`src/rtl/multicycle_control_unit.sv`:
```
// Control FSM for a multi-cycle RV32I datapath: FETCH/DECODE/EXEC/MEM/WB with a memory-wait watchdog.
// Define MCU_ILLEGAL_TRAP_EN to send unrecognised opcodes to FAULT instead of executing them as NOPs.
module multicycle_control_unit #(
    parameter int MEM_WAIT_MAX = 15,
    parameter int CNT_W        = 4
) (
    input  logic        clk,
    input  logic        rst,
    input  logic [31:0] instr,
    input  logic        mem_ack,
    input  logic        br_taken,
    output logic        mem_req,
    output logic        mem_we,
    output logic        ir_write,
    output logic        pc_write,
    output logic [1:0]  pc_src,
    output logic        alu_src1,
    output logic        alu_src2,
    output logic [3:0]  alu_type,
    output logic [1:0]  reg_src,
    output logic        reg_write_enable,
    output logic [2:0]  ls_type,
    output logic [2:0]  state,
    output logic        fault
);

    typedef enum logic [2:0] {
        ST_FETCH  = 3'd0,
        ST_DECODE = 3'd1,
        ST_EXEC   = 3'd2,
        ST_MEM    = 3'd3,
        ST_WB     = 3'd4,
        ST_FAULT  = 3'd5
    } state_t;

    localparam logic [6:0] OP_R     = 7'b0110011;
    localparam logic [6:0] OP_I     = 7'b0010011;
    localparam logic [6:0] OP_S     = 7'b0100011;
    localparam logic [6:0] OP_L     = 7'b0000011;
    localparam logic [6:0] OP_B     = 7'b1100011;
    localparam logic [6:0] OP_LUI   = 7'b0110111;
    localparam logic [6:0] OP_AUIPC = 7'b0010111;
    localparam logic [6:0] OP_JAL   = 7'b1101111;
    localparam logic [6:0] OP_JALR  = 7'b1100111;

    localparam logic [1:0] PC_PLUS4 = 2'b00;
    localparam logic [1:0] PC_REL   = 2'b01;
    localparam logic [1:0] PC_REG   = 2'b10;
    localparam logic [1:0] REG_ALU  = 2'b00;
    localparam logic [1:0] REG_MEM  = 2'b01;
    localparam logic [1:0] REG_IMM  = 2'b10;
    localparam logic [1:0] REG_PC4  = 2'b11;

    // The watchdog fires when a request has gone MEM_WAIT_MAX cycles without an ack.
    localparam logic [CNT_W-1:0] LAST_WAIT = CNT_W'(MEM_WAIT_MAX - 1);

    state_t           cur_state;
    state_t           nxt_state;
    logic [CNT_W-1:0] wait_cnt;
    logic [6:0]       opcode;
    logic [2:0]       funct3;
    logic             is_r, is_i, is_s, is_l, is_b, is_lui, is_auipc, is_jal, is_jalr;
    logic             legal;
    logic             waiting;
    logic             wait_expired;
    logic             unused_instr_bits;

    assign opcode   = instr[6:0];
    assign funct3   = instr[14:12];
    assign is_r     = (opcode == OP_R);
    assign is_i     = (opcode == OP_I);
    assign is_s     = (opcode == OP_S);
    assign is_l     = (opcode == OP_L);
    assign is_b     = (opcode == OP_B);
    assign is_lui   = (opcode == OP_LUI);
    assign is_auipc = (opcode == OP_AUIPC);
    assign is_jal   = (opcode == OP_JAL);
    assign is_jalr  = (opcode == OP_JALR);
    assign legal    = is_r | is_i | is_s | is_l | is_b | is_lui | is_auipc | is_jal | is_jalr;

    assign waiting      = ((cur_state == ST_FETCH) || (cur_state == ST_MEM)) && !mem_ack;
    assign wait_expired = waiting && (wait_cnt == LAST_WAIT);

    assign ls_type = funct3;
    assign state   = cur_state;
    assign fault   = (cur_state == ST_FAULT);

    assign unused_instr_bits = ^{instr[31], instr[29:15], instr[11:7]};

    always_ff @(posedge clk or posedge rst) begin
        if (rst) begin
            cur_state <= ST_FETCH;
            wait_cnt  <= '0;
        end else begin
            cur_state <= nxt_state;
            if (nxt_state != cur_state) begin
                wait_cnt <= '0;
            end else if (waiting) begin
                wait_cnt <= wait_cnt + CNT_W'(1);
            end
        end
    end

    always_comb begin
        nxt_state = cur_state;
        case (cur_state)
            ST_FETCH: begin
                if (mem_ack) begin
                    nxt_state = ST_DECODE;
                end else if (wait_expired) begin
                    nxt_state = ST_FAULT;
                end
            end
            ST_DECODE: begin
`ifdef MCU_ILLEGAL_TRAP_EN
                nxt_state = legal ? ST_EXEC : ST_FAULT;
`else
                nxt_state = ST_EXEC;
`endif
            end
            ST_EXEC: begin
                if (is_l || is_s) begin
                    nxt_state = ST_MEM;
                end else if (is_b || !legal) begin
                    nxt_state = ST_FETCH;
                end else begin
                    nxt_state = ST_WB;
                end
            end
            ST_MEM: begin
                if (mem_ack) begin
                    nxt_state = is_l ? ST_WB : ST_FETCH;
                end else if (wait_expired) begin
                    nxt_state = ST_FAULT;
                end
            end
            ST_WB:    nxt_state = ST_FETCH;
            ST_FAULT: nxt_state = ST_FAULT;
            default:  nxt_state = ST_FAULT;
        endcase
    end

    // Strobes come from the registered state; mem_ack only qualifies the completion pulses.
    always_comb begin
        mem_req          = 1'b0;
        mem_we           = 1'b0;
        ir_write         = 1'b0;
        pc_write         = 1'b0;
        pc_src           = PC_PLUS4;
        alu_src1         = 1'b0;
        alu_src2         = 1'b0;
        alu_type         = 4'd0;
        reg_src          = REG_ALU;
        reg_write_enable = 1'b0;
        if (!rst) begin
            if (cur_state inside {ST_EXEC, ST_MEM, ST_WB}) begin
                alu_src1 = is_b | is_auipc | is_jal;
                alu_src2 = legal & !is_r;
                if (is_r) begin
                    alu_type = {instr[30], funct3};
                end else if (is_i) begin
                    alu_type = {(funct3 == 3'b101) & instr[30], funct3};
                end
            end
            case (cur_state)
                ST_FETCH: begin
                    mem_req  = 1'b1;
                    ir_write = mem_ack;
                end
                ST_EXEC: begin
                    if (is_b) begin
                        pc_write = 1'b1;
                        pc_src   = br_taken ? PC_REL : PC_PLUS4;
                    end else if (!legal) begin
                        pc_write = 1'b1;
                    end
                end
                ST_MEM: begin
                    mem_req  = 1'b1;
                    mem_we   = is_s;
                    pc_write = is_s & mem_ack;
                end
                ST_WB: begin
                    reg_write_enable = 1'b1;
                    pc_write         = 1'b1;
                    if (is_jal) begin
                        pc_src = PC_REL;
                    end else if (is_jalr) begin
                        pc_src = PC_REG;
                    end
                    if (is_l) begin
                        reg_src = REG_MEM;
                    end else if (is_lui) begin
                        reg_src = REG_IMM;
                    end else if (is_jal || is_jalr) begin
                        reg_src = REG_PC4;
                    end
                end
                default: ;
            endcase
        end
    end

endmodule

```
`config.mk`:
```
export PLATFORM = sky130hd
export DESIGN_NAME = multicycle_control_unit
export DESIGN_NICKNAME = d
export VERILOG_FILES = /design/src/rtl/multicycle_control_unit.sv
export SDC_FILE = /design/constraint.sdc
export NUM_CORES = 1
export LEC_CHECK = 0
export CORE_ASPECT_RATIO = 1.5
export CORE_MARGIN = 1
export CORE_UTILIZATION = 30
export CTS_BUF_LIST = sky130_fd_sc_hd__clkbuf_8
export CTS_CLUSTER_SIZE = 40
export DETAILED_ROUTE_END_ITERATION = 6
export GPL_ROUTABILITY_DRIVEN = 0
export GPL_TIMING_DRIVEN = 0
export MAX_ROUTING_LAYER = met4
export PLACE_DENSITY_LB_ADDON = 0.1
export SETUP_SLACK_MARGIN = 0.02
export SLEW_MARGIN = 20
export SYNTH_ARGS = -nofsm -noshare
export SYNTH_HDL_FRONTEND = slang
export SYNTH_SLANG_ARGS = --single-unit
```
`constraint.sdc`:
```
create_clock -name clk -period 1.8 [get_ports clk]
set_input_delay 0.36 -clock clk [delete_from_list [all_inputs] [get_ports clk]]
set_output_delay 0.36 -clock clk [all_outputs]
set_load 0.01 [all_outputs]
```
==> impl_metrics.toml, run 1 <==
[run_status]
outcome = "finished, violations left"
violations = "negative setup slack"

[finish]
fillerInstances = 289
final_common_cell = "buf_4"
fin_area_sq_um = 1441
multi_input_area_sq_um = 691.9
final_cell_mix = "18 x buf_4, 16 x buf_2, 12 x nor2_1, 10 x clkdlybuf4s50_1"
fin_nets = 203
final-seq-area_sq_um = 176.4
antenna_cells = 0
syn2layout_area_growth_pct = 72.97
drive_gt1_share_pct = 43.90

[drt]
drc = 0
num_vias = 1064
ant_nets = 0
firstDrtPassIters = 4
routed_via_density = 5.294
wire_per_inst_um = 14.06
drt_wl_total_mm = 2.827
drt_iter0_drc = 18

[setup_path]
start_kind = "register"
rr_worst_depth = 5
crit_fanout = 4
path_cells = "or3b_4, a21oi_4, nand3_2, a221oi_2, buf_2"
r2r-start = "wait_cnt[1]"
cp_slowest_cell = "or3b_4"
slowest_delay_ps = 430
endpoint_kind = "output port"
r2r_slack_ps = 110
critPathArrivalTime_ps = 1700
worstSetupPathType = "register to output port"
r2r-end = "wait_cnt[2]"
crit_required_ps = 1440

[timing]
tns_ps = -1932
slew_headroom_pct = 75.79
fin_hold_ws_ps = 249.5
fmax_mhz = 485.4
setup_viol = 12
fin_crit_sh_pct = 114.5
slew_violations = 0
min_period_ps = 2060
worstMarginPinSlew_ps = 359.9
finalHoldViolCount = 0
fin_skew_ps = 0.8913
rsz0062_at_grt = "yes"
worst_slack_ps = -260.4

[flow_run]
maxCapViolCount = 0

[synthesis]
syn_avg_cell_area_sq_um = 7.507
yosysWarnings = 0
yosysSeqAreaShare_pct = 21.02
ys_ff_latch = 7
synthCells = 111
syn-cell-area_sq_um = 833.3
synthesis.nets = 149
synth.distinct_cells = 42

[clock_tree]
cts_tree = "yes"
numCtsBuffers = 3
cts_hold_buffers = 0
cts_num_sinks = 7
cts.path.max_buffers = 2
clk_pin_slew_worst_paths_ps = 40
cts-root-buf = "clkbuf_8"
htree_levels = 1
clk_latency_ps = 230

[global_routing]
grt_pass1_wl_mm = 4.443
gr-total-overflow = 0
grt_pass1_vias = 1014
grt_use_total_pct = 20.41
grt_max_degree = 11
grt_antenna_before_repair = 0

[power]
p_leak_uw = 0.0006542
ir_drop_uv = 306.0
power_uw = 498.4
p_per_area_nw_per_um2 = 345.8

[floorplan]
die_h_um = 66.55
core_area_sq_um = 2648
pin_count = 58
dieArea_sq_um = 2997
rows = 23
initial_utilization_pct = 31.47
die_w_um = 45.03

[placement]
hpwl_mm = 1.968
place_area_sq_um = 1230
port_buffers = 35

[hold_path]
hold_class = "input pin to async pin"
-- Yosys cell counts (all sizes together) --
master | number | area share (%)
ha | 2 | 3.0
nor2b | 4 | 3.9
a41oi | 1 | 1.1
xor2 | 1 | 1.1
a31oi | 1 | 0.75
nand3b | 1 | 0.90
clkbuf | 2 | 0.90
o21ai | 6 | 3.6
nor4 | 3 | 2.3
nor4b | 2 | 2.1
a21oi | 5 | 3.5
o32ai | 1 | 1.1
o31ai | 2 | 1.8
and2 | 1 | 1.1
xnor2 | 1 | 1.1
nand2b | 4 | 3.0
nand4bb | 1 | 3.3
a21o | 2 | 1.8
buf | 7 | 5.1
a211oi | 1 | 0.90
and3 | 7 | 5.4
and4b | 1 | 1.2
or3b | 1 | 1.1
a21boi | 1 | 0.90
nor2 | 13 | 5.9
nor3 | 6 | 4.2
o311a | 1 | 1.2
a311o | 1 | 1.2
nand4 | 4 | 3.0
nand2 | 5 | 2.3
dfrtp | 7 | 21
inv | 6 | 2.7
or4 | 1 | 1.4
a221oi | 1 | 1.8
nand3 | 8 | 4.8
-- worst max path at each step --
stage	startpoint	end	slack, ps	cells past startpoint
after CTS	state[1]	alu_src2	-250	5
final	state[0]	alu_src2	-260	5
after global routing	state[0]	alu_src2	-360	5
after global placement	instr[2]	mem_we	-930	5
after floorplan	instr[3]	mem_we	30	4
after detailed placement	instr[2]	mem_we	-920	5
-- worst max-delay path, delay by kind of cell, from the launching register on --
family	cells	cell delay [ps]
AO/OA/AOI/OAI	2	350
flip-flops	1	410
AND/OR/NAND/NOR	2	540
buffers and inverters	1	160
-- layout make-up --
cell class | instances | area share [%]
Buffer | 9 | 5.556
Clock buffer | 3 | 2.865
Clock inverter | 1 | 0.2604
Inverter | 6 | 1.910
Multi-Input combinational cell | 89 | 48.00
Sequential cell | 7 | 12.24
Tap cell | 37 | 3.212
Timing Repair Buffer | 49 | 25.95
-- where the power goes --
part / leakage (uW) / internal (uW) / switching (uW)
combinational: 0.000552 / 55.1 / 58.2
clock: 0.0000269 / 148 / 77.0
sequential: 0.0000755 / 159 / 0.803
total: 0.000654 / 362 / 136
-- per-stage QoR --
stage / std cells / setup WS [ps] / utilization (%)
5_1_grt: 201 / -357.3 / 54.44
2_1_floorplan: 111 / 26.87 / -
3_3_place_gp: 183 / -932.5 / 46.46
4_1_cts: 197 / -251.7 / 53.07
6_report: 201 / -260.4 / 54.44
3_5_place_dp: 183 / -921.9 / 46.46
-- repair_timing --
action	in CTS	in global routing
pin swaps	11	11
setup endpoints to repair	19	17
gates resized for setup	104	16
buffers inserted	10	4
-- layer usage --
layer | vias up | wire, um | track usage, % | share of wire, %
li1 | 512 | - | - | -
met1 | 506 | 1083 | 20.72 | 38
met2 | 40 | 1563 | 37.86 | 55
met3 | 6 | 124 | 1.626 | 4.4
met4 | 0 | 55 | 9.470 | 1.9
met5 | - | 0 | - | 0
-- kinds of logic (layout without fill, tap and decap cells) --
group / after synthesis / count (layout) / share of synthesized area [%]
and+or+nand+nor: 62 / 62 / 45.65
AOI/OAI and AO/OA: 23 / 23 / 19.52
buffers and inverters: 15 / 68 / 8.709
DFF: 7 / 7 / 21.02
adders and majority gates: 2 / 2 / 3.003
xor gates and xnor gates: 2 / 2 / 2.102
-- registers in the layout, summed over array words and instances, names as in the netlist --
signal / flops
wait_cnt: 4
state: 3
Power figures use the tool's default switching activity.
==> inputs of run 2 (changes only) <==
- CORE_UTILIZATION: 30 -> 36
==> run 2 against run 1 <==
Compared with the run above:
- clock skew grew 4.3 ps
- fmax is 0.97% lower
- largest power group unchanged
- core utilization up 14 points
- the flow still finishes with violations (negative setup slack)
- register-to-register slack got worse by 20 ps
- worst hold slack got worse by 98 ps
- sequential share of layout area decreased by 0.61 points
==> impl_metrics.toml, run 2 (synthesis results as in run 1) <==
[finish]
syn2layout_area_growth_pct = 80.78
antenna_cells = 0
fin_nets = 207
drive_gt1_share_pct = 45.24
instances_no_fill = 191
fin_util_pct = 68.25
top_register = "wait_cnt"
largest_reg_flops = 4
final_cell_mix = "19 x buf_4, 17 x buf_2, 11 x nor2_1, 9 x clkdlybuf4s50_1, 7 x dfrtp_1"
final_common_cell = "buf_4"

[power]
p_leak_uw = 0.0006990
ir_drop_uv = 172.0
p_per_area_nw_per_um2 = 327.1

[timing]
setup_viol = 9
worst_slack_ps = -280.5
rsz0062_at_grt = "yes"
min_period_ps = 2080
tns_ps = -1759
slew_headroom_pct = 78.03
fin_skew_ps = 5.163
worstMarginPinSlew_ps = 324.9
fin_crit_sh_pct = 115.6
finalHoldViolCount = 0
fmax_mhz = 480.7
fin_hold_ws_ps = 151.8
slew_violations = 0

[drt]
num_vias = 1088
routed_via_density = 5.696
wire_per_inst_um = 15.07
drt_iter0_drc = 22
drt_wl_total_mm = 2.879
drc = 0
firstDrtPassIters = 4
ant_nets = 0

[flow_run]
maxCapViolCount = 0

[clock_tree]
numCtsBuffers = 3
cts-root-buf = "clkbuf_8"
cts_num_sinks = 7
clk_pin_slew_worst_paths_ps = 40
cts_hold_buffers = 0
clk_latency_ps = 230
cts.path.max_buffers = 2
htree_levels = 1
cts_tree = "yes"

[global_routing]
grt_pass1_wl_mm = 4.091
grt_max_degree = 11
gr-total-overflow = 0
grt_pass1_vias = 1016
grt_use_total_pct = 24.53
grt_antenna_before_repair = 0

[floorplan]
initial_utilization_pct = 37.76
die_h_um = 60.93
core_area_sq_um = 2207
rows = 21
die_w_um = 41.28
dieArea_sq_um = 2515
pin_count = 58

[setup_path]
endpoint_kind = "output port"
rr_worst_depth = 6
start_kind = "register"
crit_required_ps = 1440
critPathArrivalTime_ps = 1720
crit_fanout = 3
worstSetupPathType = "register to output port"

[placement]
dp.cells = 169
hpwl_mm = 2.047
port_buffers = 35

[run_status]
outcome = "finished, violations left"
violations = "negative setup slack"

[hold_path]
hold_class = "input pin to async pin"
-- run 2: cell types whose count changed in the layout (fill, tap and decap cells not counted), moves of 2 or more --
cell / change
buf_6: +3
nand3_4: +2
buf_12: +2
nor3_2: +2
nand3_2: -2
-- run 2: final timing paths --
check	slack, ps	end	from
max in group asynchronous	1510	state[0]	rst
worst min-delay path	150	wait_cnt[3]	rst
worst max register to register	90	wait_cnt[2]	state[0]
worst max-delay path	-280	alu_src2	state[1]
worst min register to register	550	wait_cnt[3]	wait_cnt[3]
min in group clk	550	state[2]	instr[0]
-- run 2: what timing repair did --
action                     4_1_cts  5_1_grt
resized for setup              113       22
setup buffers                   14        5
setup endpoints to repair       19       17
pin swaps                       10        6
-- run 2: power breakdown --
| part | internal, uW | total [uW] | switching [uW] |
|---|---|---|---|
| combinational | 53.8 | 113 | 59.0 |
| sequential | 159 | 160 | 0.767 |
| clock | 148 | 220 | 72.2 |
-- run 2: through the flow --
stage,setup slack (ps),total power [uW],area [sq um]
after detailed placement,-953.8,259.0,1212
final,-280.5,492.8,1506
after floorplan,26.87,202.6,833.3
after CTS,-289.5,492.1,1419
after global routing,-342.9,511.9,1506
after global placement,-932.6,257.3,1212
-- run 2: cell type report --
cell class                 count  area, sq um
multi-input combinational     89        711.9
fill                         194        700.7
timing repair buffer          53        416.7
sequential                     7        175.2
buffer                         9        91.34
clock buffer                   3        41.29
inverter                       6        37.54
tap                           23        28.78
clock inverter                 1        3.754
-- run 2: worst max-delay path, cell delays in order, from the launching register on --
cell and delay (ps):
dfrtp_1 390, or3b_4 420, a21oi_4 150, buf_6 120
nand3_4 80, a221oi_2 160, buf_2 160
-- run 2: metal layers --
metal,track usage (%),up-vias,wire (um)
li1,-,524,-
met2,48.66,32,1718
met1,21.62,522,992
met5,-,-,0
met3,1.099,10,77
met4,10.14,0,90
==> inputs of run 3 (changes only) <==
- CORE_ASPECT_RATIO: 1.5 -> 1.2
==> run 3 against run 2 <==
Compared with the run above:
- the flow still finishes with violations (negative setup slack)
- critical path depth increased by 1
- clock skew fell by 4.6 ps
- core utilization increased by 2.0 points
- critical path type unchanged
- critical endpoint is now alu_type[2]
- largest power group unchanged
==> impl_metrics.toml, run 3 (synthesis results as in run 1) <==
[clock_tree]
cts_hold_buffers = 0
cts.path.max_buffers = 2
htree_levels = 1
clk_pin_slew_worst_paths_ps = 40
clk_latency_ps = 230
cts_num_sinks = 7
cts_tree = "yes"
cts-root-buf = "clkbuf_8"
numCtsBuffers = 3

[floorplan]
die_w_um = 45.92
dieArea_sq_um = 2512
pin_count = 58
die_h_um = 54.71
core_area_sq_um = 2117
initial_utilization_pct = 39.36
rows = 18

[timing]
rsz0062_at_grt = "yes"
worstMarginPinSlew_ps = 421.5
slew_headroom_pct = 71.90
setup_viol = 12
min_period_ps = 2127
worst_slack_ps = -327.2
fmax_mhz = 470.1
finalHoldViolCount = 0
tns_ps = -2652
fin_crit_sh_pct = 118.2
fin_skew_ps = 0.5938
slew_violations = 0

[global_routing]
grt_pass1_wl_mm = 4.429
gr-total-overflow = 0
grt_antenna_before_repair = 0
grt_pass1_vias = 1029
grt_max_degree = 11
grt_use_total_pct = 25.30

[finish]
fin_area_sq_um = 1488
antenna_cells = 0
final_common_cell = "buf_4"
syn2layout_area_growth_pct = 78.53
final_cell_mix = "19 x buf_4, 14 x buf_2, 11 x nor2_1, 10 x clkdlybuf4s50_1"
largest_reg_flops = 4
top_register = "wait_cnt"
fin_nets = 208
drive_gt1_share_pct = 44.97

[run_status]
violations = "negative setup slack"
outcome = "finished, violations left"

[setup_path]
worstSetupPathType = "register to output port"
critPathArrivalTime_ps = 1770
crit_fanout = 4
endpoint_kind = "output port"
start_kind = "register"
crit_required_ps = 1440

[drt]
drt_wl_total_mm = 2.923
drc = 0
drt_iter0_drc = 21
ant_nets = 0
routed_via_density = 5.362
wire_per_inst_um = 14.69
num_vias = 1067
firstDrtPassIters = 4

[power]
ir_drop_uv = 214.2
p_leak_uw = 0.0006810
p_per_area_nw_per_um2 = 332.9

[flow_run]
maxCapViolCount = 0

[hold_path]
hold_class = "input pin to async pin"

[placement]
port_buffers = 35
hpwl_mm = 1.925
place_area_sq_um = 1221
## run 3: path summary, 6_finish.rpt
kind | from | end | slack [ps] | cells past startpoint
setup / recovery | state[2] | alu_type[2] | -330 | 7
hold / removal | rst | wait_cnt[0] | 330 | 2
setup reg to reg | wait_cnt[1] | wait_cnt[2] | 70 | 5
hold reg to reg | wait_cnt[3] | wait_cnt[3] | 550 | 2
max in group asynchronous | rst | state[2] | 1340 | 2
min in group clk | mem_ack | wait_cnt[1] | 530 | 3
## run 3: per-stage QoR
stage                     hold WS, ps  cells  worst slack (ps)  util (%)  power, uW
final                           325.5    199            -327.2     70.27      495.2
after CTS                       318.7    197            -307.5     68.79      492.2
after floorplan                 171.8    111             26.87         -      202.6
after global placement          524.2    176            -928.6     57.68      256.3
after detailed placement        539.6    176            -953.7     57.68      259.0
after global routing            360.9    199            -379.6     70.27      512.3
## run 3: layout make-up
type / instances / area (sq um)
Fill cell: 202 / 629.4
Clock buffer: 3 / 41.29
Clock inverter: 1 / 3.754
Tap cell: 30 / 37.54
Inverter: 6 / 25.02
Sequential cell: 7 / 175.2
Buffer: 9 / 88.84
Timing Repair Buffer: 54 / 432.9
Multi-Input combinational cell: 89 / 683.2
## run 3: what timing repair did
action | in CTS | in global routing
gates cloned | 0 | 0
pin swaps | 9 | 7
buffers inserted | 17 | 2
gates resized for setup | 107 | 21
setup endpoints to repair | 20 | 16
## run 3: power breakdown
group / switching [uW] / internal, uW / leakage (uW)
logic: 58.2 / 57.0 / 0.000578
registers: 0.765 / 159 / 0.0000758
clock network: 72.3 / 148 / 0.0000269
total: 131 / 364 / 0.000681
## run 3: critical path, stage by stage, from the launching register on
cell     delay (ps)
dfrtp_1         410
or3b_4          420
a21oi_4         140
buf_4           130
buf_6            90
buf_6            80
and3_4          170
buf_6           100
## run 3: routing by layer
metal | share of wire (%) | track usage [%]
met5 | 0 | -
met1 | 38 | 25.49
met2 | 56 | 47.42
met4 | 1.4 | 12.25
met3 | 4.5 | 2.640
